**config.mk**
```make
export PLATFORM = sky130hd
export DESIGN_NAME = mmio_gpio
export DESIGN_NICKNAME = d
export VERILOG_FILES = /design/src/rtl/mmio_pkg.sv /design/src/rtl/pwm_tick_gen.sv /design/src/rtl/mmio_gpio.sv
export SDC_FILE = /design/constraint.sdc
export NUM_CORES = 1
export LEC_CHECK = 0
export BUFFER_PORTS_ARGS = -buffer_cell sky130_fd_sc_hd__buf_2
export CAP_MARGIN = 30
export CORE_UTILIZATION = 30
export CTS_BUF_LIST = sky130_fd_sc_hd__clkbuf_8
export DETAILED_ROUTE_END_ITERATION = 10
export SYNTH_ARGS = -nofsm -noshare
export SYNTH_HDL_FRONTEND = slang
export SYNTH_SLANG_ARGS = --single-unit
```
**constraint.sdc**
```tcl
create_clock -name clk -period 1.5 [get_ports clk]
set_input_delay 0.15 -clock clk [delete_from_list [all_inputs] [get_ports clk]]
set_output_delay 0.15 -clock clk [all_outputs]
set_load 0.02 [all_outputs]
```
**src/rtl/mmio_pkg.sv**
```systemverilog
// Register map and bus FSM encoding shared by the mmio_gpio bank.
// Latency: none, declarations only.
// Backpressure: none, declarations only.
package mmio_pkg;

    localparam int ADDR_OUT       = 0;
    localparam int ADDR_IN        = 1;
    localparam int ADDR_DIV       = 2;
    localparam int ADDR_DUTY_BASE = 4;

    localparam logic [7:0] DUTY_FULL = 8'hFF;

    typedef enum logic {
        ST_IDLE = 1'b0,
        ST_RESP = 1'b1
    } bus_state_t;

endpackage

```
**src/rtl/pwm_tick_gen.sv**
```systemverilog
// PWM timebase: prescaler counting DIV down to 0 (one-cycle tick at 0) plus an 8-bit phase counter.
// Latency: div_load reloads the prescaler on the same edge; phase advances on the edge that ends a tick cycle.
// Backpressure: none, free-running.
module pwm_tick_gen #(
    parameter int DIV_WIDTH = 16,
    parameter int DIV_RESET = 195
) (
    input  logic                 clk,
    input  logic                 rst_n,
    input  logic [DIV_WIDTH-1:0] div_cfg,
    input  logic                 div_load,
    input  logic [DIV_WIDTH-1:0] div_load_dat,
    output logic                 tick,
    output logic [7:0]           phase
);

    logic [DIV_WIDTH-1:0] cnt_q;

    assign tick = (cnt_q == '0);

    // A register write restarts the count from the new value; phase keeps running.
    always_ff @(posedge clk or negedge rst_n) begin
        if (!rst_n) begin
            cnt_q <= DIV_WIDTH'(DIV_RESET);
        end else if (div_load) begin
            cnt_q <= div_load_dat;
        end else if (tick) begin
            cnt_q <= div_cfg;
        end else begin
            cnt_q <= cnt_q - 1'b1;
        end
    end

    always_ff @(posedge clk or negedge rst_n) begin
        if (!rst_n) begin
            phase <= 8'd0;
        end else if (tick) begin
            phase <= phase + 8'd1;
        end
    end

endmodule

```
**src/rtl/mmio_gpio.sv**
```systemverilog
// Memory-mapped GPIO bank: OUT/IN registers, 2-flop input sync, PWM dimming when MMIO_GPIO_PWM_EN is defined.
// Latency: bus_ready one cycle after the accepting edge; OUT write reaches gpio_out one edge later.
// Backpressure: at most one access per two cycles; bus_valid is ignored while the response is presented.
module mmio_gpio
    import mmio_pkg::*;
#(
    parameter int BUS_WIDTH  = 32,
    parameter int ADDR_WIDTH = 4,
    parameter int CHANNELS   = 8,
    parameter int IN_WIDTH   = 8,
    parameter int DIV_WIDTH  = 16,
    parameter int DIV_RESET  = 195
) (
    input  logic                  clk,
    input  logic                  rst_n,
    input  logic                  bus_valid,
    input  logic                  bus_we,
    input  logic [ADDR_WIDTH-1:0] bus_addr,
    input  logic [BUS_WIDTH-1:0]  bus_wdata,
    output logic                  bus_ready,
    output logic [BUS_WIDTH-1:0]  bus_rdata,
    input  logic [IN_WIDTH-1:0]   gpio_in,
    output logic [CHANNELS-1:0]   gpio_out
);

    typedef struct packed {
        logic                  we;
        logic [ADDR_WIDTH-1:0] addr;
        logic [BUS_WIDTH-1:0]  dat;
    } bus_req_t;

    bus_state_t            state_q, state_nxt;
    bus_req_t              req;
    logic                  req_vld;
    logic                  wr_vld;
    logic [BUS_WIDTH-1:0]  rd_dat;
    logic [BUS_WIDTH-1:0]  rdata_q;
    logic [CHANNELS-1:0]   out_q;
    logic [IN_WIDTH-1:0]   sync_meta, sync_q;
    logic                  unused_ok;

    assign req     = '{we: bus_we, addr: bus_addr, dat: bus_wdata};
    assign req_vld = (state_q == ST_IDLE) && bus_valid;
    assign wr_vld  = req_vld && req.we;

    always_ff @(posedge clk or negedge rst_n) begin
        if (!rst_n) state_q <= ST_IDLE;
        else        state_q <= state_nxt;
    end

    always_comb begin
        state_nxt = state_q;
        case (state_q)
            ST_IDLE: if (bus_valid) state_nxt = ST_RESP;
            ST_RESP: state_nxt = ST_IDLE;
            default: state_nxt = ST_IDLE;
        endcase
    end

    assign bus_ready = (state_q == ST_RESP);
    assign bus_rdata = rdata_q;

    always_ff @(posedge clk or negedge rst_n) begin
        if (!rst_n) begin
            sync_meta <= '0;
            sync_q    <= '0;
        end else begin
            sync_meta <= gpio_in;
            sync_q    <= sync_meta;
        end
    end

`ifdef MMIO_GPIO_PWM_EN
    logic [DIV_WIDTH-1:0] div_q;
    logic [7:0]           duty_q [CHANNELS];
    logic                 pwm_tick;
    logic [7:0]           pwm_phase;
    logic [CHANNELS-1:0]  pwm_on;
    logic                 div_wr;

    assign div_wr = wr_vld && (req.addr == ADDR_WIDTH'(ADDR_DIV));

    always_ff @(posedge clk or negedge rst_n) begin
        if (!rst_n) begin
            div_q <= DIV_WIDTH'(DIV_RESET);
            for (int ch = 0; ch < CHANNELS; ch++) duty_q[ch] <= DUTY_FULL;
        end else if (wr_vld) begin
            if (div_wr) div_q <= req.dat[DIV_WIDTH-1:0];
            for (int ch = 0; ch < CHANNELS; ch++) begin
                if (req.addr == ADDR_WIDTH'(ADDR_DUTY_BASE + ch)) duty_q[ch] <= req.dat[7:0];
            end
        end
    end

    pwm_tick_gen #(
        .DIV_WIDTH (DIV_WIDTH),
        .DIV_RESET (DIV_RESET)
    ) u_tick (
        .clk          (clk),
        .rst_n        (rst_n),
        .div_cfg      (div_q),
        .div_load     (div_wr),
        .div_load_dat (req.dat[DIV_WIDTH-1:0]),
        .tick         (pwm_tick),
        .phase        (pwm_phase)
    );

    // Full-scale duty must stay lit through phase 255, which a plain compare would miss.
    always_comb begin
        pwm_on = '0;
        for (int ch = 0; ch < CHANNELS; ch++) begin
            pwm_on[ch] = (duty_q[ch] == DUTY_FULL) || (pwm_phase < duty_q[ch]);
        end
    end

    always_ff @(posedge clk or negedge rst_n) begin
        if (!rst_n) gpio_out <= '0;
        else        gpio_out <= out_q & pwm_on;
    end

    assign unused_ok = ^{req.dat, pwm_tick};
`else
    always_ff @(posedge clk or negedge rst_n) begin
        if (!rst_n) gpio_out <= '0;
        else        gpio_out <= out_q;
    end

    assign unused_ok = ^req.dat;
`endif

    always_comb begin
        rd_dat = '0;
        if (req.addr == ADDR_WIDTH'(ADDR_OUT)) rd_dat[CHANNELS-1:0] = out_q;
        if (req.addr == ADDR_WIDTH'(ADDR_IN))  rd_dat[IN_WIDTH-1:0] = sync_q;
`ifdef MMIO_GPIO_PWM_EN
        if (req.addr == ADDR_WIDTH'(ADDR_DIV)) rd_dat[DIV_WIDTH-1:0] = div_q;
        for (int ch = 0; ch < CHANNELS; ch++) begin
            if (req.addr == ADDR_WIDTH'(ADDR_DUTY_BASE + ch)) rd_dat[7:0] = duty_q[ch];
        end
`endif
    end

    // Read data is captured from pre-edge register values, so a same-edge write never leaks in.
    always_ff @(posedge clk or negedge rst_n) begin
        if (!rst_n) begin
            rdata_q <= '0;
            out_q   <= '0;
        end else if (req_vld) begin
            rdata_q <= req.we ? '0 : rd_dat;
            if (wr_vld && (req.addr == ADDR_WIDTH'(ADDR_OUT))) out_q <= req.dat[CHANNELS-1:0];
        end
    end

endmodule
```
* After elaboration in Yosys (flattened, before gate mapping)
Cells that the tools add are included.
** Operators by class
- Multiplexer cells :: 5
- Bitwise logic cells :: 1
- Eq/ne operators :: 1
- Reductions and logical operators :: 5
** Operators by type and width (count)
- 8-bit 2-to-1 mux :: 3
- 4-bit by 1-bit == test with 1-bit output (second input constant) :: 1
- 4-bit logical NOT :: 1
- 1-bit logical AND :: 3
- 1-bit case mux with 2 select lines :: 1
- 2-bit AND reduction :: 1
- 1-bit 2-to-1 mux :: 1
- 1-bit inverter :: 1
** Storage, ports and cells
- Bits in registers :: 65
- Input bits :: 48
- Output and inout port bits :: 41

* Depth between registers and ports, before layout
Gate-level depths: netlist of the first run.
- Depth in word-level cells :: 5
- Gate-level depth with buffers :: 5
- Depth with buffers taken out :: 4

* Worst setup path after synthesis of the first run
Ideal clock, no wire load.
- Path type :: reg-to-reg
- Start :: reg state_q (netlist: bus_ready)
- End :: reg out_q[5]
- Required time :: 1375 ps
- Cell stages (with the launch flop) :: 6
- Buffers on the path :: 1
- Setup slack :: 117 ps
- Data arrival time :: 1258 ps
- Clock period less this slack :: 1383 ps
- Setup time :: 125 ps
- Cell sequence :: dfrtp_1 -> nand2b_4 -> buf_6 -> inv_6 -> nand4b_4 -> mux2_4
** On the way
- Word-level cells in the longest chain between the ends :: 5
** RTL lines
- start, declared :: line mmio_gpio.sv:32 : bus_state_t state_q, state_nxt;
- start signal, assigned :: line mmio_gpio.sv:48 : else state_q <= state_nxt;
- 1-bit inverter (*)
- 1-bit logical AND (*) :: line mmio_gpio.sv:43 : assign req_vld = (state_q == ST_IDLE) && bus_valid;
- named net req_vld :: line mmio_gpio.sv:34 : logic req_vld;
- 1-bit logical AND :: line mmio_gpio.sv:44 : assign wr_vld = req_vld && req.we;
- 1-bit logical AND :: line mmio_gpio.sv:150 : if (wr_vld && (req.addr == ADDR_WIDTH'(ADDR_OUT))) out_q <= req.dat[CHANNELS-1:0];
- 2-bit AND reduction (no line) (*)
- end signal, assigned :: line mmio_gpio.sv:150
- end, declared :: line mmio_gpio.sv:38 : logic [CHANNELS-1:0] out_q;
The timed path passes the listed nets; every way through them passes the cells marked *.
A chain may end at the register's enable or synchronous reset.

* Worst setup path after layout of the first run
Ends and elaborated chain as after synthesis.

==> results of run 1 <==
synth_stat cells:
cell / n / area [um2]
conb_1: 1 / 3.750
dfrtp_1: 41 / 1026
nand2b_4: 1 / 13.76
nand2_1: 8 / 30.03
mux2_4: 2 / 30.03
mux2i_1: 8 / 80.08
nand3b_1: 1 / 7.510
nor3_4: 1 / 16.27
o21ai_0: 8 / 40.04
buf_2: 1 / 5.000
inv_6: 1 / 8.760
nand4b_4: 1 / 23.77
buf_6: 1 / 11.26
buf_4: 24 / 180.2
mux2_2: 6 / 67.56
power breakdown:
group | internal (W) | switching [W] | total [W]
Sequential | 0.00120 | 0.0000436 | 0.00125
Clock | 0.000310 | 0.000332 | 0.000642
Combinational | 0.000126 | 0.000192 | 0.000317
how the worst min path moves through the flow:
stage	from	endpoint	slack, ps	cells past startpoint
final	bus_wdata[7]	out_q[7]$_DFFE_PN0P_	90	2
after global routing	bus_wdata[0]	out_q[0]$_DFFE_PN0P_	90	2
after CTS	bus_wdata[7]	out_q[7]$_DFFE_PN0P_	90	2
after detailed placement	rst_n	gpio_out[1]$_DFF_PN0_	140	2
after global placement	rst_n	sync_meta[2]$_DFF_PN0_	130	2
after floorplan	rst_n	bus_rdata[0]$_DFFE_PN0P_	-150	0
cell type report:
type	instances	area (um2)	share of cell area
clock inverter	3	11.26	0.005879
sequential	41	1026	0.5356
inverter	1	8.758	0.004572
clock buffer	5	68.82	0.03592
tap	67	83.83	0.04376
timing repair buffer	51	317.8	0.1659
multi-input combinational	60	399.1	0.2084
registers in the layout, indices dropped and copies added, names as in the netlist:
signal,flops
bus_ready,1
sync_q,8
gpio_out,8
out_q,8
bus_rdata,8
sync_meta,8
placed cells by master (no fill, tap or decap):
cell type and count:
inv_6 1, dfrtp_1 41, buf_12 1, inv_1 3, nand4b_4 1, clkbuf_8 5, nor3_4 1, nand2_1 8
buf_2 40, buf_4 1, conb_1 24, mux2_4 2, dlygate4sd3_1 9, mux2i_1 8, nand3b_1 1, nand2b_4 1
o21ai_0 8, mux2_2 6
routing by layer:
| metal | wire (um) | up-vias | GRT usage |
|---|---|---|---|
| met5 | 0 | - | 0 |
| met1 | 1092 | 423 | 0.1218 |
| met3 | 229 | 3 | 0.03978 |
| met2 | 1154 | 55 | 0.1662 |
| li1 | - | 405 | - |
| met4 | 36 | 0 | 0.05128 |
critical path, cell delays in order, from the launching register on:
cell,delay (ps)
dfrtp_1,380
nand2b_4,210
inv_6,80
nand4b_4,210
mux2_4,350
logic make-up (layout without fill, tap and decap cells):
group | count (synthesis) | after routing
DFF | 41 | 41
AOI/OAI and AO/OA | 8 | 8
buffers and inverters | 27 | 60
and+or+nand+nor | 12 | 12
other | 1 | 24
muxes | 16 | 16
stage by stage:
step | cell area (um2) | hold WS [ps] | setup slack [ps] | utilization | instances
finish | 1916 | 93.14 | 153.1 | 0.3951 | 228
detailed placement | 1745 | 138.1 | 132.6 | 0.3600 | 211
CTS | 1916 | 88.12 | 121.6 | 0.3951 | 228
floorplan | 1630 | -145.6 | 116.5 | - | 128
global placement | 1745 | 128.4 | 140.5 | 0.3600 | 211
global route | 1916 | 93.02 | 77.26 | 0.3951 | 228
==> impl_metrics.tcl, run 1 <==
set metrics [dict create \
    synth_top_family_by_area "buffers and inverters" \
    r2r-start "bus_ready$_DFF_PN0_" \
    syn_inst 105 \
    critPathKind "flop to flop" \
    io_pins 89 \
    postCtsSetupRepairBufs 0 \
    vias 886 \
    ir_worst_vdd_uv 579.5 \
    core.rowCount 25 \
    antennaDiodeCount 0 \
    drive_above_1_share 0.3665 \
    fmax_mhz 742.4 \
    die_w_um 73.74 \
    core_area_um2 4848 \
    endpoint "out_q[5]$_DFFE_PN0P_" \
    cts_sinks 41 \
    synthDistinctLibCells 15 \
    hpwlAfterDp_um 1815 \
    grt_overflow 0 \
    power_density_nw_per_um2 1152 \
    drc 0 \
    ys_warn_count 0 \
    timing_hold_violations_final 0 \
    start_util 0.3185 \
    skew_ps 4.878 \
    synth-seq-cells 41 \
    cts_tree "yes" \
    startpoint "bus_ready$_DFF_PN0_" \
    cts_made_buffers 5 \
    gp_congestion 0.6624 \
    synth_seq_area_share 0.6645 \
    fin_nets 208 \
    drtAntennaViolNets 0 \
    r2r_slack_ps 150 \
    first_global_vias 883 \
    total_power_w 0.002207 \
    finalSetupTns_ps 0 \
    finalMaxSlewViolations 0 \
    dr.pass1.iters 3 \
    min_period_over_period 0.8980 \
    cts.htree.levels 2 \
    endpoint_kind "flop" \
    port_buffers 40 \
    vias_per_cell 3.886 \
    yosys.area_share.xor_xnor 0 \
    grt_pass1_wl_um 4008 \
    finalCriticalPeriod_ps 1347 \
    dieArea_um2 5438 \
    max_cap_viol_count 0 \
    cts_resized 0 \
    grt_antenna_before_repair 0 \
    crit_required_ps 1670 \
    crit_path_start_kind "flop" \
    cts_root_buffer "clkbuf_8" \
    grtUsageTotal 0.1038 \
    syn_area_um2 1544 \
    avgSynthCellArea_um2 14.70 \
    hp-class "input pin to flop" \
    clkTransAtPathRegs_ps 70 \
    crit_fanout 9 \
    r2r-end "out_q[5]$_DFFE_PN0P_" \
    wl_um 2512 \
    rsz0062_at_grt "no" \
    p_leak_nw 1.038 \
    wl_per_cell_um 11.02 \
    clkLatencyLatePin_ps 280 \
    yosys.area_share.simple 0.05916 \
    nFillCells 463 \
    synthAdderAreaFrac 0 \
    dr.first_iter.drc_count 49 \
    status "completed" \
    cts_hold_buffers 9 \
    synth-compound-area-share 0.02593 \
    cts_buffer_depth 2 \
    cp.arrival_ps 1520 \
    r2r_cells 4 \
    area_growth_pct 24.07 \
    setup_viol 0 \
    die_h_um 73.74 \
    synth_mux_area_frac 0.1151 \
    grt_max_degree 42 \
]
No activity file was read; power rests on OpenSTA's default activity.
==> run 2, diff against run 1 <==
--- a/config.mk
+++ b/config.mk
@@ -7,9 +7,11 @@
 export LEC_CHECK = 0
 export BUFFER_PORTS_ARGS = -buffer_cell sky130_fd_sc_hd__buf_2
 export CAP_MARGIN = 30
+export CORE_ASPECT_RATIO = 1.5
 export CORE_UTILIZATION = 30
 export CTS_BUF_LIST = sky130_fd_sc_hd__clkbuf_8
 export DETAILED_ROUTE_END_ITERATION = 10
+export GPL_TIMING_DRIVEN = 0
 export SYNTH_ARGS = -nofsm -noshare
 export SYNTH_HDL_FRONTEND = slang
 export SYNTH_SLANG_ARGS = --single-unit
==> impl_metrics.tcl, run 2 (same netlist as run 1, synthesis figures left out) <==
set metrics [dict create \
    clkLatencyLatePin_ps 290 \
    skew_ps 8.098 \
    placed_cell_area_um2 1908 \
    violations "hold timing" \
    dieArea_um2 5444 \
    cts_buffer_depth 2 \
    cts_made_buffers 5 \
    gp_congestion 0.7155 \
    start_util 0.3159 \
    cp.arrival_ps 1580 \
    wl_per_cell_um 10.42 \
    crit_required_ps 1680 \
    ir_worst_vdd_uv 731.6 \
    r2r_slack_ps 100 \
    area_growth_pct 33.95 \
    crit_chain "nand2b_4 > buf_6 > inv_6 > nand4b_4 > mux2_4" \
    first_global_vias 915 \
    crit_path_start_kind "flop" \
    finalSetupTns_ps 0 \
    drc 0 \
    setup_viol 0 \
    antennaDiodeCount 0 \
    p_leak_nw 1.156 \
    grt_max_degree 42 \
    wl_um 2595 \
    cts_root_buffer "clkbuf_8" \
    hp-class "input pin to asynchronous set/reset pin" \
    mostFrequentLayoutCells "dfrtp_1 (41), buf_2 (40), buf_4 (24), conb_1 (24)" \
    post-route-util 0.4232 \
    die_h_um 89.87 \
    critPathKind "flop to flop" \
    core_area_um2 4887 \
    cpPeakStageDelay_ps 390 \
    cp_slowest_cell "dfrtp_1" \
    r2r-end "out_q[6]$_DFFE_PN0P_" \
    grt_overflow 0 \
    drtAntennaViolNets 0 \
    status "finished, violations left" \
    cts.htree.levels 2 \
    die_w_um 60.58 \
    grt_antenna_before_repair 0 \
    clkTransAtPathRegs_ps 80 \
    cts_hold_buffers 8 \
    port_buffers 39 \
    postCtsSetupRepairBufs 0 \
    dr.pass1.iters 2 \
    fin_nets 230 \
    fmax_mhz 712.4 \
    hold_ws_ps -28.40 \
    finalMaxSlewViolations 0 \
    cts_sinks 41 \
    r2r-start "bus_ready$_DFF_PN0_" \
    tightest_slew_ps 868.1 \
    core.rowCount 31 \
    min_period_over_period 0.9357 \
    nFillCells 504 \
    hpwlAfterDp_um 1844 \
    r2r_cells 5 \
    grtUsageTotal 0.1073 \
    finalCriticalPeriod_ps 1404 \
    power_density_nw_per_um2 1092 \
    vias_per_cell 3.707 \
    vias 923 \
    max_cap_viol_count 0 \
    slew_headroom 0.4213 \
    timing_hold_violations_final 41 \
    io_pins 89 \
    rsz0062_at_grt "no" \
    crit_fanout 9 \
    drive_above_1_share 0.4481 \
    endpoint_kind "flop" \
    fin_area_um2 2068 \
    cts_resized 0 \
    layout_commonest_cell "dfrtp_1" \
    grt_pass1_wl_um 4236 \
    cts_tree "yes" \
    dr.first_iter.drc_count 5 \
]
## run 2: cell types whose count changed in the layout (fill, tap and decap cells not counted), sizes merged
cell | previous run | this run
buf | 42 | 65
dlygate4sd3 | 9 | 8
## run 2: layout make-up
| type | instances | area, um2 | share of cell area |
|---|---|---|---|
| clock buffer | 5 | 68.82 | 0.03327 |
| sequential | 41 | 1026 | 0.4961 |
| timing repair buffer | 47 | 275.3 | 0.1331 |
| multi-input combinational | 60 | 399.1 | 0.1930 |
| clock inverter | 3 | 11.26 | 0.005445 |
| buffer | 26 | 196.4 | 0.09498 |
| tap | 66 | 82.58 | 0.03993 |
| inverter | 1 | 8.758 | 0.004235 |
## run 2: worst max path at each step
stage	cells after the start	start	slack [ps]	end
2_1_floorplan	5	bus_ready$_DFF_PN0_	120	out_q[5]$_DFFE_PN0P_
3_3_place_gp	5	bus_ready$_DFF_PN0_	100	out_q[6]$_DFFE_PN0P_
3_5_place_dp	5	bus_ready$_DFF_PN0_	70	out_q[5]$_DFFE_PN0P_
4_1_cts	5	bus_ready$_DFF_PN0_	50	out_q[6]$_DFFE_PN0P_
5_1_grt	5	bus_ready$_DFF_PN0_	20	out_q[6]$_DFFE_PN0P_
6_report	5	bus_ready$_DFF_PN0_	100	out_q[6]$_DFFE_PN0P_
## run 2: routing by layer
metal | part of all wire | wire length, um | track usage
met1 | 0.39 | 1022 | 0.1254
met2 | 0.50 | 1309 | 0.1703
met3 | 0.070 | 182 | 0.03022
met4 | 0.031 | 80 | 0.06061
met5 | 0 | 0 | 0
## run 2: worst max-delay path, delay by kind of cell, from the launching register on
kind | cells | cell delay [ps]
flops | 1 | 390
mux | 1 | 360
simple gates | 2 | 350
buf+inv | 2 | 200
## run 2: through the flow
step / instances / setup slack, ps / total power [W]
final: 249 / 96.38 / 0.002258
after global routing: 249 / 19.75 / 0.002368
after CTS: 249 / 53.94 / 0.002285
after detailed placement: 233 / 71.94 / 0.001615
after global placement: 233 / 102.3 / 0.001611
after floorplan: 128 / 116.5 / 0.001498
## run 2: where the power goes
part	total, W	switching [W]	internal, W
clock	0.000651	0.000341	0.000310
combinational	0.000361	0.000199	0.000162
sequential	0.00125	0.0000427	0.00120
total	0.00226	0.000583	0.00168
